===== config.mk =====
export PLATFORM = sky130hd
export DESIGN_NAME = swap_pass_sequencer
export DESIGN_NICKNAME = d
export VERILOG_FILES = /design/src/rtl/swap_pass_sequencer.sv
export SDC_FILE = /design/constraint.sdc
export NUM_CORES = 1
export LEC_CHECK = 0
export CAP_MARGIN = 15
export CORE_MARGIN = 2
export CORE_UTILIZATION = 45
export DETAILED_ROUTE_END_ITERATION = 12
export PLACE_DENSITY_LB_ADDON = 0.05
export SLEW_MARGIN = 20
export SYNTH_ARGS = -nofsm -noshare
export SYNTH_HDL_FRONTEND = slang
export SYNTH_SLANG_ARGS = --single-unit

===== constraint.sdc =====
create_clock -name clk -period 3.9 [get_ports clk]
set_input_delay 0.78 -clock clk [delete_from_list [all_inputs] [get_ports clk]]
set_output_delay 0.78 -clock clk [all_outputs]
set_load 0.01 [all_outputs]

===== src/rtl/swap_pass_sequencer.sv =====
// swap_pass_sequencer
//   Controller and datapath for an odd-even transposition network over one
//   WIDTH-bit word. A job (word + pass count P) is accepted over a
//   valid/ready handshake. The block then applies P passes, one per clk,
//   alternating EVEN and ODD swaps and always starting with EVEN. The
//   permuted word is then presented on an output valid/ready handshake.
//
// Ports
//   clk        rising-edge clock
//   rst        synchronous, active-high reset
//   in_valid   job offered on in_data / in_passes
//   in_ready   block can accept a job (IDLE only, low while rst)
//   in_data    word to permute
//   in_passes  number of passes P for this job (0 returns in_data unchanged)
//   out_valid  out_data holds a finished result
//   out_ready  consumer takes the result
//   out_data   permuted word (tracks the data register)
//   busy       high in RUN or DONE
module swap_pass_sequencer #(
    parameter int WIDTH = 64,
    parameter int CNT_W = 7
) (
    input  logic             clk,
    input  logic             rst,
    input  logic             in_valid,
    output logic             in_ready,
    input  logic [WIDTH-1:0] in_data,
    input  logic [CNT_W-1:0] in_passes,
    output logic             out_valid,
    input  logic             out_ready,
    output logic [WIDTH-1:0] out_data,
    output logic             busy
);

    typedef enum logic [1:0] {IDLE, RUN, DONE} state_t;

    state_t           state, state_nxt;
    logic [WIDTH-1:0] data_q;
    logic [WIDTH-1:0] even_d;
    logic [WIDTH-1:0] odd_d;
    logic [CNT_W-1:0] cnt_q;
    logic             phase_q;   // 0 = EVEN pass next, 1 = ODD pass next
    logic             accept;

    // Both pass results are computed purely from the current register, so
    // every swap in a pass sees pre-pass values.
    genvar k;
    generate
        for (k = 0; k < WIDTH/2; k++) begin : g_even
            assign even_d[2*k]   = data_q[2*k+1];
            assign even_d[2*k+1] = data_q[2*k];
        end
        for (k = 0; k < WIDTH/2-1; k++) begin : g_odd
            assign odd_d[2*k+1] = data_q[2*k+2];
            assign odd_d[2*k+2] = data_q[2*k+1];
        end
    endgenerate

    // End bits have no partner in an ODD pass.
    assign odd_d[0]       = data_q[0];
    assign odd_d[WIDTH-1] = data_q[WIDTH-1];

    assign accept = in_valid && in_ready;

    // State register
    always_ff @(posedge clk) begin
        if (rst) state <= IDLE;
        else     state <= state_nxt;
    end

    // Next-state logic
    always_comb begin
        state_nxt = state;
        unique case (state)
            IDLE: if (accept) state_nxt = (in_passes != '0) ? RUN : DONE;
            RUN:  if (cnt_q == CNT_W'(1)) state_nxt = DONE;
            DONE: if (out_ready) state_nxt = IDLE;
            default: state_nxt = IDLE;
        endcase
    end

    // Datapath registers: load on accept, one pass per clk while running.
    always_ff @(posedge clk) begin
        if (rst) begin
            data_q  <= '0;
            cnt_q   <= '0;
            phase_q <= 1'b0;
        end else begin
            if (state == IDLE && accept) begin
                data_q  <= in_data;
                cnt_q   <= in_passes;
                phase_q <= 1'b0;
            end else if (state == RUN) begin
                data_q  <= phase_q ? odd_d : even_d;
                cnt_q   <= cnt_q - CNT_W'(1);
                phase_q <= ~phase_q;
            end
        end
    end

    // Output logic. in_ready is gated by rst so nothing is taken during reset.
    always_comb begin
        in_ready  = (state == IDLE) && !rst;
        out_valid = (state == DONE);
        busy      = (state != IDLE);
        out_data  = data_q;
    end

endmodule

; ---- After elaboration in Yosys (flattened, before gate mapping)
; Index checks and enable logic that the tools add are counted.
[totals]
reg_bits = 74
input_bits = 75
out_inout_bits = 67
word_cells = 35
[op_classes]
add_sub_neg = 1
n_eq_ne = 7
n_mux = 10
n_bitwise = 1
reduce_logical = 11
[op_table]
columns = operator, n
row1 = $mux W64, 3
row2 = $mux W7, 2
row3 = $mux W2, 4
row4 = $eq A7 B1 Y1 const B, 1
row5 = $reduce_bool A7 Y1, 1
row6 = $sub A7 B1 Y7 const B, 1
row7 = $pmux W2 S3, 1
row8 = $ne A2 B1 Y1 const B, 2
row9 = $ne A2 B2 Y1 const B, 2
row10 = $reduce_bool A2 Y1, 2
row11 = $logic_and A1 B1 Y1, 3
row12 = $reduce_and A3 Y1, 1
row13 = $eq A2 B1 Y1 const B, 1
row14 = $eq A2 B2 Y1 const B, 1
row15 = $logic_not A2 Y1, 1
row16 = $reduce_and A2 Y1, 1
row17 = $reduce_or A2 Y1, 1
row18 = $logic_not A1 Y1, 1
row19 = $not A1 Y1, 1

; ---- Logic depth before layout (Yosys ltp)
[depth]
ltp_word = 6
ltp_mapped = 6

; ---- Worst setup path before layout
; No wires, ideal clock.
[synth_timing]
kind = input to output
start = in rst
end = out in_ready
arrival_ns = 1.457
required_time_ns = 3.120
path_slack_ns = 1.663
cell_stages = 3
path_cell_list = clkbuf_1 -> clkbuf_1 -> nor2_1
[synth_via]
elab_chain_cells = 2
[synth_rtl]
columns = item, line
row1 = from (decl), 24  ; input logic rst,
row2 = $logic_not A1 Y1, 103  ; in_ready = (state == IDLE) && !rst;
row3 = $logic_and A1 B1 Y1, 103
row4 = to (decl), 26  ; output logic in_ready,
; No other way between the ends.

; ---- Final worst setup path
[layout_timing]
start = in in_valid
end = reg data_q[0] (netlist: out_data[0])
[layout_via]
elab_chain_cells = 4
elab_cells_between_ends = 6
classes_between = 1 x eq/ne / 1 x mux / 4 x reduce/logical
[layout_rtl]
columns = item, line
row1 = from (decl), 25  ; input logic in_valid,
row2 = $logic_and A1 B1 Y1 (*), 63  ; assign accept = in_valid && in_ready;
row3 = $logic_and A1 B1 Y1 (*), 89  ; if (state == IDLE && accept) begin
row4 = $ne A2 B1 Y1 (no line) / $reduce_bool A2 Y1 (equally long branches), n/a
row5 = $reduce_and A2 Y1 (no line), n/a
row6 = to (signal assigned), 90  ; data_q <= in_data;
row7 = to (signal assigned), 94  ; data_q <= phase_q ? odd_d : even_d;
row8 = to (decl), 38  ; logic [WIDTH-1:0] data_q;
; Mark *: on every way between the ends. The rest lies on a longest branch, timed or not.
; A chain may end at the register's enable or synchronous reset.

==> impl_table.tex <==
\begin{tabular}{lr}
\hline
Metric & Value \\
\hline
\multicolumn{2}{l}{\textbf{Power}} \\
\quad Combinational Power Share & between 20\% and 30\% \\
\quad Worst supply voltage drop on vdd & 180 uV \\
\quad Internal Power & between 0.001 and 0.0015 W \\
\quad Switching fraction of total power & 27.0\% \\
\quad Clock power share & approximately a third \\
\quad Power density over the cells & 369 mW/mm\^{}2 \\
\quad Static leakage & approximately 1.9 nW \\
\quad Net Switching & roughly 0.00055 W \\
\quad Share of power burned in registers & a little over two fifths \\
\multicolumn{2}{l}{\textbf{Status}} \\
\quad Status & finished clean \\
\multicolumn{2}{l}{\textbf{Layout}} \\
\quad Leading cell types in the layout, fill and taps excluded & sky130\_fd\_sc\_hd\_\_clkdlybuf4s50\_1 (140), sky130\_fd\_sc\_hd\_\_dfxtp\_1 (73), sky130\_fd\_sc\_hd\_\_a21oi\_1 (70) \\
\quad Number of diodes added for antenna fixing & 0 \\
\quad Area used by multi-input combinational logic & 0.00220 sq mm \\
\quad Layout filler cell count & roughly 760 \\
\quad Area taken by flip-flops and latches & 0.00148 sq mm \\
\quad Most frequent standard cell in the layout excluding fill and tap cells & sky130\_fd\_sc\_hd\_\_clkdlybuf4s50\_1 \\
\quad Area growth, synth to finish & 41.5\% \\
\quad Final std cells w/o fill & around 660 \\
\quad Fraction of layout cells with a size suffix above 1 & 16.8\% \\
\quad Layout Nets & just over 600 \\
\quad Final non-filler cell area & 0.00553 sq mm \\
\multicolumn{2}{l}{\textbf{Die}} \\
\quad I/O pin count & between 100 and 150 \\
\quad Die H & 97.2 um \\
\quad Horizontal extent of the die & 97.2 um \\
\quad Std cell rows & 34 \\
\quad Initial cell density of the core & between 40\% and 50\% \\
\quad Floorplan Core Area & roughly 0.0086 sq mm \\
\quad Die area & 0.00945 sq mm \\
\multicolumn{2}{l}{\textbf{Clock network}} \\
\quad Number of setup buffers added after CTS & 0 \\
\quad Count of cells resized by post-cts repair & 0 \\
\quad CTS sink cnt & 74 \\
\quad \# hold bufs at CTS & 0 \\
\quad Number of buffers created by CTS & 9 \\
\quad CTS tree & built \\
\quad Clock latency on the worst-skew pair & around 0.34 ns \\
\quad Maximum number of buffers from clock root to sink & 2 \\
\quad Post-CTS clock slew at the launch and capture registers of the worst setup and hold paths & roughly 0.080 ns \\
\quad Buffer type at the clock tree root & sky130\_fd\_sc\_hd\_\_clkbuf\_8 \\
\quad Depth of the CTS H-tree & 3 \\
\multicolumn{2}{l}{\textbf{Place}} \\
\quad Routability congestion estimate from global placement & roughly 0.84 \\
\quad Total instance count after detailed placement & about 640 \\
\quad Placed cell area & about 0.0053 sq mm \\
\quad Half-perimeter wire length after placement & a little over 7 mm \\
\quad Port Buffers & 141 \\
\multicolumn{2}{l}{\textbf{Logic synthesis}} \\
\quad Post-synthesis sequential element count & 74 \\
\quad Leading cell types by total area after synthesis & sky130\_fd\_sc\_hd\_\_dfxtp\_1 (38\%), sky130\_fd\_sc\_hd\_\_mux2\_2 (18\%), sky130\_fd\_sc\_hd\_\_a22oi\_1 (12\%) \\
\quad Syn Area/Cell & 9.07 sq um \\
\quad Top flip-flop cell by instance count after synthesis & sky130\_fd\_sc\_hd\_\_dfxtp\_1 \\
\quad Synthesized instance count & 431 \\
\quad Area of the mapped netlist & between 0.003 and 0.004 sq mm \\
\quad Fraction of the yosys area taken by sequential cells & a little under two fifths \\
\quad Nets in the synthesized netlist & 508 \\
\quad Top cell type's share of synthesized area & a little under two fifths \\
\quad Cell taking the most area after synthesis & sky130\_fd\_sc\_hd\_\_dfxtp\_1 \\
\quad Synth cell types & 36 \\
\quad Post-synth EDFFs & 0 \\
\quad Yosys warning count & 0 \\
\quad Async set or reset register ratio after synthesis & 0\% \\
\multicolumn{2}{l}{\textbf{Critical path}} \\
\quad Data required time of the worst path & 4.10 ns \\
\quad Crit-path cells & clkdlybuf4s50\_1 > or4b\_2 > buf\_4 > o21ai\_0 > a21oi\_1 \\
\quad Worst Setup Start Kind & input port \\
\quad Crit end category & flip-flop \\
\quad Cell with the largest stage delay on the worst path & sky130\_fd\_sc\_hd\_\_or4b\_2 \\
\quad Maximum single-stage delay on the critical path & 1.04 ns \\
\quad Data arrival at the endpoint of the critical path & $\sim$3 ns \\
\quad Critical path start-end classification & input port to flip-flop \\
\quad Max FO, Critical Path & 44 \\
\multicolumn{2}{l}{\textbf{Timing}} \\
\quad Final clock skew & around 0.011 ns \\
\quad Timing-limited maximum frequency & 0.358 GHz \\
\quad Tightest slew margin relative to the limit & around 36\% \\
\quad Final period utilization & 71.6\% \\
\quad Fin Setup TNS & 0 ns \\
\quad Final hold vios & 0 \\
\quad Slew at the pin closest to its max-slew limit & 0.959 ns \\
\quad Pins over their slew limit & 0 \\
\quad Setup violators final & 0 \\
\quad Setup repair after global routing missed its margin & no \\
\quad Final period demand of the worst path & between 2 and 3 ns \\
\multicolumn{2}{l}{\textbf{Run}} \\
\quad Max cap viols & 0 \\
\multicolumn{2}{l}{\textbf{Global route}} \\
\quad Largest net degree at the start of global routing & between 70 and 80 \\
\quad Number of global-route vias before repair & roughly 3,700 \\
\quad Global-route wire length before repair & $\sim$18 mm \\
\quad Final global-route overflow total & 0 \\
\quad Initial antenna violation count & 0 \\
\quad Total track usage & about 23\% \\
\multicolumn{2}{l}{\textbf{Routing}} \\
\quad First-pass iteration count of the detailed router & 5 \\
\quad Detailed-route via count & 3,845 \\
\quad Count of antenna-violating nets left after detailed routing & 0 \\
\quad Vias per inst & roughly 5.9 \\
\quad Routed len/inst & 17.0 um \\
\quad Iteration-0 DRC Markers & $\sim$260 \\
\quad Total routed wirelength & 11.2 mm \\
\quad Remaining DRCs & 0 \\
\multicolumn{2}{l}{\textbf{Hold path}} \\
\quad Hold WC Path Type & flip-flop to flip-flop \\
\hline
\end{tabular}
## synthesized netlist by cell type (3+ instances only)
master	n
sky130_fd_sc_hd__or3_1	3
sky130_fd_sc_hd__o211ai_1	5
sky130_fd_sc_hd__buf_1	3
sky130_fd_sc_hd__clkbuf_1	13
sky130_fd_sc_hd__dfxtp_1	74
sky130_fd_sc_hd__o21ai_0	3
sky130_fd_sc_hd__nor2_1	4
sky130_fd_sc_hd__a21oi_1	70
sky130_fd_sc_hd__nand3_1	64
sky130_fd_sc_hd__inv_1	5
sky130_fd_sc_hd__mux2_2	62
sky130_fd_sc_hd__nand2_1	3
sky130_fd_sc_hd__buf_2	28
sky130_fd_sc_hd__a22oi_1	64
## path summary, 6_finish.rpt
check	startpoint	slack (ns)	endpoint	cells past startpoint
max	in_valid	1.11	out_data[0]	5
min reg2reg	out_data[51]	0.50	out_data[51]	2
min	out_data[51]	0.50	out_data[51]	2
max reg2reg	state[1]	1.54	out_data[0]	4
## power by group through the flow
| stage | combinational, W | clock [W] | sequential [W] |
|---|---|---|---|
| after floorplan | 0.000254 | 0 | 0.000883 |
| after global placement | 0.000460 | 0 | 0.000886 |
| after detailed placement | 0.000468 | 0 | 0.000887 |
| after CTS | 0.000470 | 0.000720 | 0.000870 |
| after global routing | 0.000508 | 0.000755 | 0.000880 |
| final | 0.000468 | 0.000705 | 0.000871 |
## worst max-delay path: cells and delay by family
| kind | cells | cell delay (ns) |
|---|---|---|
| simple gates | 1 | 1.04 |
| buf+inv | 2 | 0.90 |
| compound gates | 2 | 0.24 |
## area by class of cell
cell class | count | share of cell area [%]
Timing Repair Buffer | 148 | 26.4
Tap cell | 108 | 2.44
Sequential cell | 74 | 26.8
Multi-Input combinational cell | 306 | 39.8
Clock inverter | 5 | 1.85
Clock buffer | 11 | 2.38
Inverter | 5 | 0.339
## kinds of logic (layout without fill, tap and decap cells)
logic type | count (synthesis) | count (layout) | synth area share, %
AOI/OAI and AO/OA | 151 | 151 | 24.6
and+or+nand+nor | 89 | 89 | 12.3
DFF | 74 | 74 | 37.9
muxes | 63 | 63 | 18.1
buffers and inverters | 51 | 169 | 6.18
adders and majority gates | 2 | 2 | 0.640
xor gates and xnor gates | 1 | 1 | 0.224
## sequential cells by signal, summed over array words and instances, names as in the netlist
| register | count |
|---|---|
| cnt_q | 7 |
| phase_q | 1 |
| out_data | 64 |
| state | 2 |
## per-stage QoR
step                hold WS, ns  worst slack (ns)  util (%)  power [W]
floorplan                 0.465              1.66         -    0.00114
global placement          0.486             0.799      62.0    0.00135
global route              0.527              1.02      64.7    0.00214
CTS                       0.505              1.13      64.7    0.00206
finish                    0.500              1.11      64.7    0.00204
detailed placement        0.490             0.775      62.0    0.00135
## per-layer routing
layer  global-route usage, %  up-vias  wire, um
li1                        -     1864         -
met2                    36.0      133      5390
met1                    30.9     1836      4860
met3                    6.26       12       798
met4                    8.45        0       140
met5                       0        -         0
Note: power is estimated with default switching activity, not from simulation.
==> RTL edit, RTL diff (same settings) <==
The 3 states of `state_t` get a one-hot encoding in 3 bits.
--- a/src/rtl/swap_pass_sequencer.sv
+++ b/src/rtl/swap_pass_sequencer.sv
@@ -32,7 +32,7 @@
     output logic             busy
 );
 
-    typedef enum logic [1:0] {IDLE, RUN, DONE} state_t;
+    typedef enum logic [2:0] {IDLE = 3'b001, RUN = 3'b010, DONE = 3'b100} state_t;
 
     state_t           state, state_nxt;
     logic [WIDTH-1:0] data_q;
Check against the original RTL: same outputs for any inputs over 10 cycles, from zero or initial values and one cycle with rst high; not proved beyond that.
==> RTL edit against the original RTL <==
Sequential share of layout area about the same. Power rose by 12%. Count of clock-buffer cells in the layout stayed put. Worst setup slack better by 63 ps. Die area is 3.4% higher. Sequential cell count grew 1. Routed wire length fell by 1.5%. Final area increased by 1.5%. Area after synthesis rose by 3.6%. First-iteration DRC count decreased by 52%. Worst hold slack worse by 19 ps. Register-to-register slack better by 110 ps. Largest power group unchanged.
==> RTL edit: results (changes against the original RTL) <==
Final layout
The net count reported at finish was 624 (+0.48%). The number of filler instances in the final layout is 759 (-0.39%).

Placement
The final weighted congestion in routability-driven placement is 0.758 (-9.2%).

Critical path
The capturing point of the worst reg2reg path is out_data[31]. The worst-case register-to-register setup slack is 1650 ps (+110 ps). The startpoint identified for the worst register-to-register timing path is state[2]. The worst stage delay on the critical path is 540 ps (-500 ps). The slowest stage of the critical path is the sky130_fd_sc_hd__clkdlybuf4s50_1 cell.

Status
The flow ran to the end, and the final reports show no timing, DRC or antenna violations.

Yosys
The xor-xnor portion of the synthesized cell area is 0.216% (-0.0078 points). The count of cell types in the netlist is 37 (+2.8%). The synthesized netlist net count is 505 (-0.59%).

The adder-cell share of the synthesized area is 0.618% (-0.022 points). Sorting the synthesized cells by how often they occur yields 136 x sky130_fd_sc_hd__nor2_1, 75 x sky130_fd_sc_hd__dfxtp_1, 64 x sky130_fd_sc_hd__mux2i_1, 36 x sky130_fd_sc_hd__a221oi_2, 28 x sky130_fd_sc_hd__a221oi_1.

GRT
The combined global-route utilization of all metal layers is 22.2% (-0.95 points). The via count of the first global-routing pass is 3551 (-4.2%). The global routing met3 resource utilization is 4.33% (-1.9 points).

Detailed routing
The met2 routed wirelength is 5220 um (-3.2%). The detailed-route wire length is 11000 um (-1.5%). The via count is 3699 (-3.8%).

Power and ir drop
The leakage dissipation is 1.79 nW (-6.0%). The maximum vdd ir drop was 172 uV (-4.2%). The power dissipated in combinational cells was 682 uW (+46%). The total power is 2.29 mW (+12%).

Min path
The path with the worst hold slack has its endpoint at cnt_q[5].
-- RTL edit: cell count changes after synthesis, moves of 8 or more --
cell	before	now
sky130_fd_sc_hd__buf_2	28	5
sky130_fd_sc_hd__mux2i_1	1	64
sky130_fd_sc_hd__a221oi_1	0	28
sky130_fd_sc_hd__a21oi_1	70	6
sky130_fd_sc_hd__buf_6	2	10
sky130_fd_sc_hd__a22oi_1	64	0
sky130_fd_sc_hd__nand3_1	64	4
sky130_fd_sc_hd__a221oi_2	0	36
sky130_fd_sc_hd__nor2_1	4	136
sky130_fd_sc_hd__mux2_2	62	0
-- RTL edit: per-stage QoR --
| stage | utilization, % | worst slack [ps] | hold slack, ps | instance area [um^2] |
|---|---|---|---|---|
| 2_1_floorplan | - | 1660 | 454 | 4050 |
| 3_3_place_gp | 62.0 | 1230 | 466 | 5400 |
| 3_5_place_dp | 62.0 | 1180 | 475 | 5400 |
| 4_1_cts | 64.4 | 1150 | 485 | 5610 |
| 5_1_grt | 64.4 | 1030 | 505 | 5610 |
| 6_report | 64.4 | 1170 | 481 | 5610 |
-- RTL edit: kinds of logic after synthesis --
group | count (synthesis)
fa+ha+maj | 2
mux | 64
buf+inv | 43
flops | 75
compound gates | 84
xor+xnor | 1
simple gates | 159
-- RTL edit: layout make-up --
class,count,area [um^2],share of cell area (%)
inverters,5,18.8,0.334
repair buffers,146,1460,25.9
clock buffers,11,131,2.34
clock inverters,5,77.6,1.38
multi-input cells,310,2290,40.8
well taps,108,135,2.41
flip-flops and latches,75,1510,26.8
-- RTL edit: worst max-delay path by stage --
stage,from,endpoint
after floorplan,rst,in_ready
after global placement,in_valid,out_data[13]
after detailed placement,in_valid,out_data[16]
after CTS,state[0],in_ready
after global routing,state[0],in_ready
final,state[0],in_ready
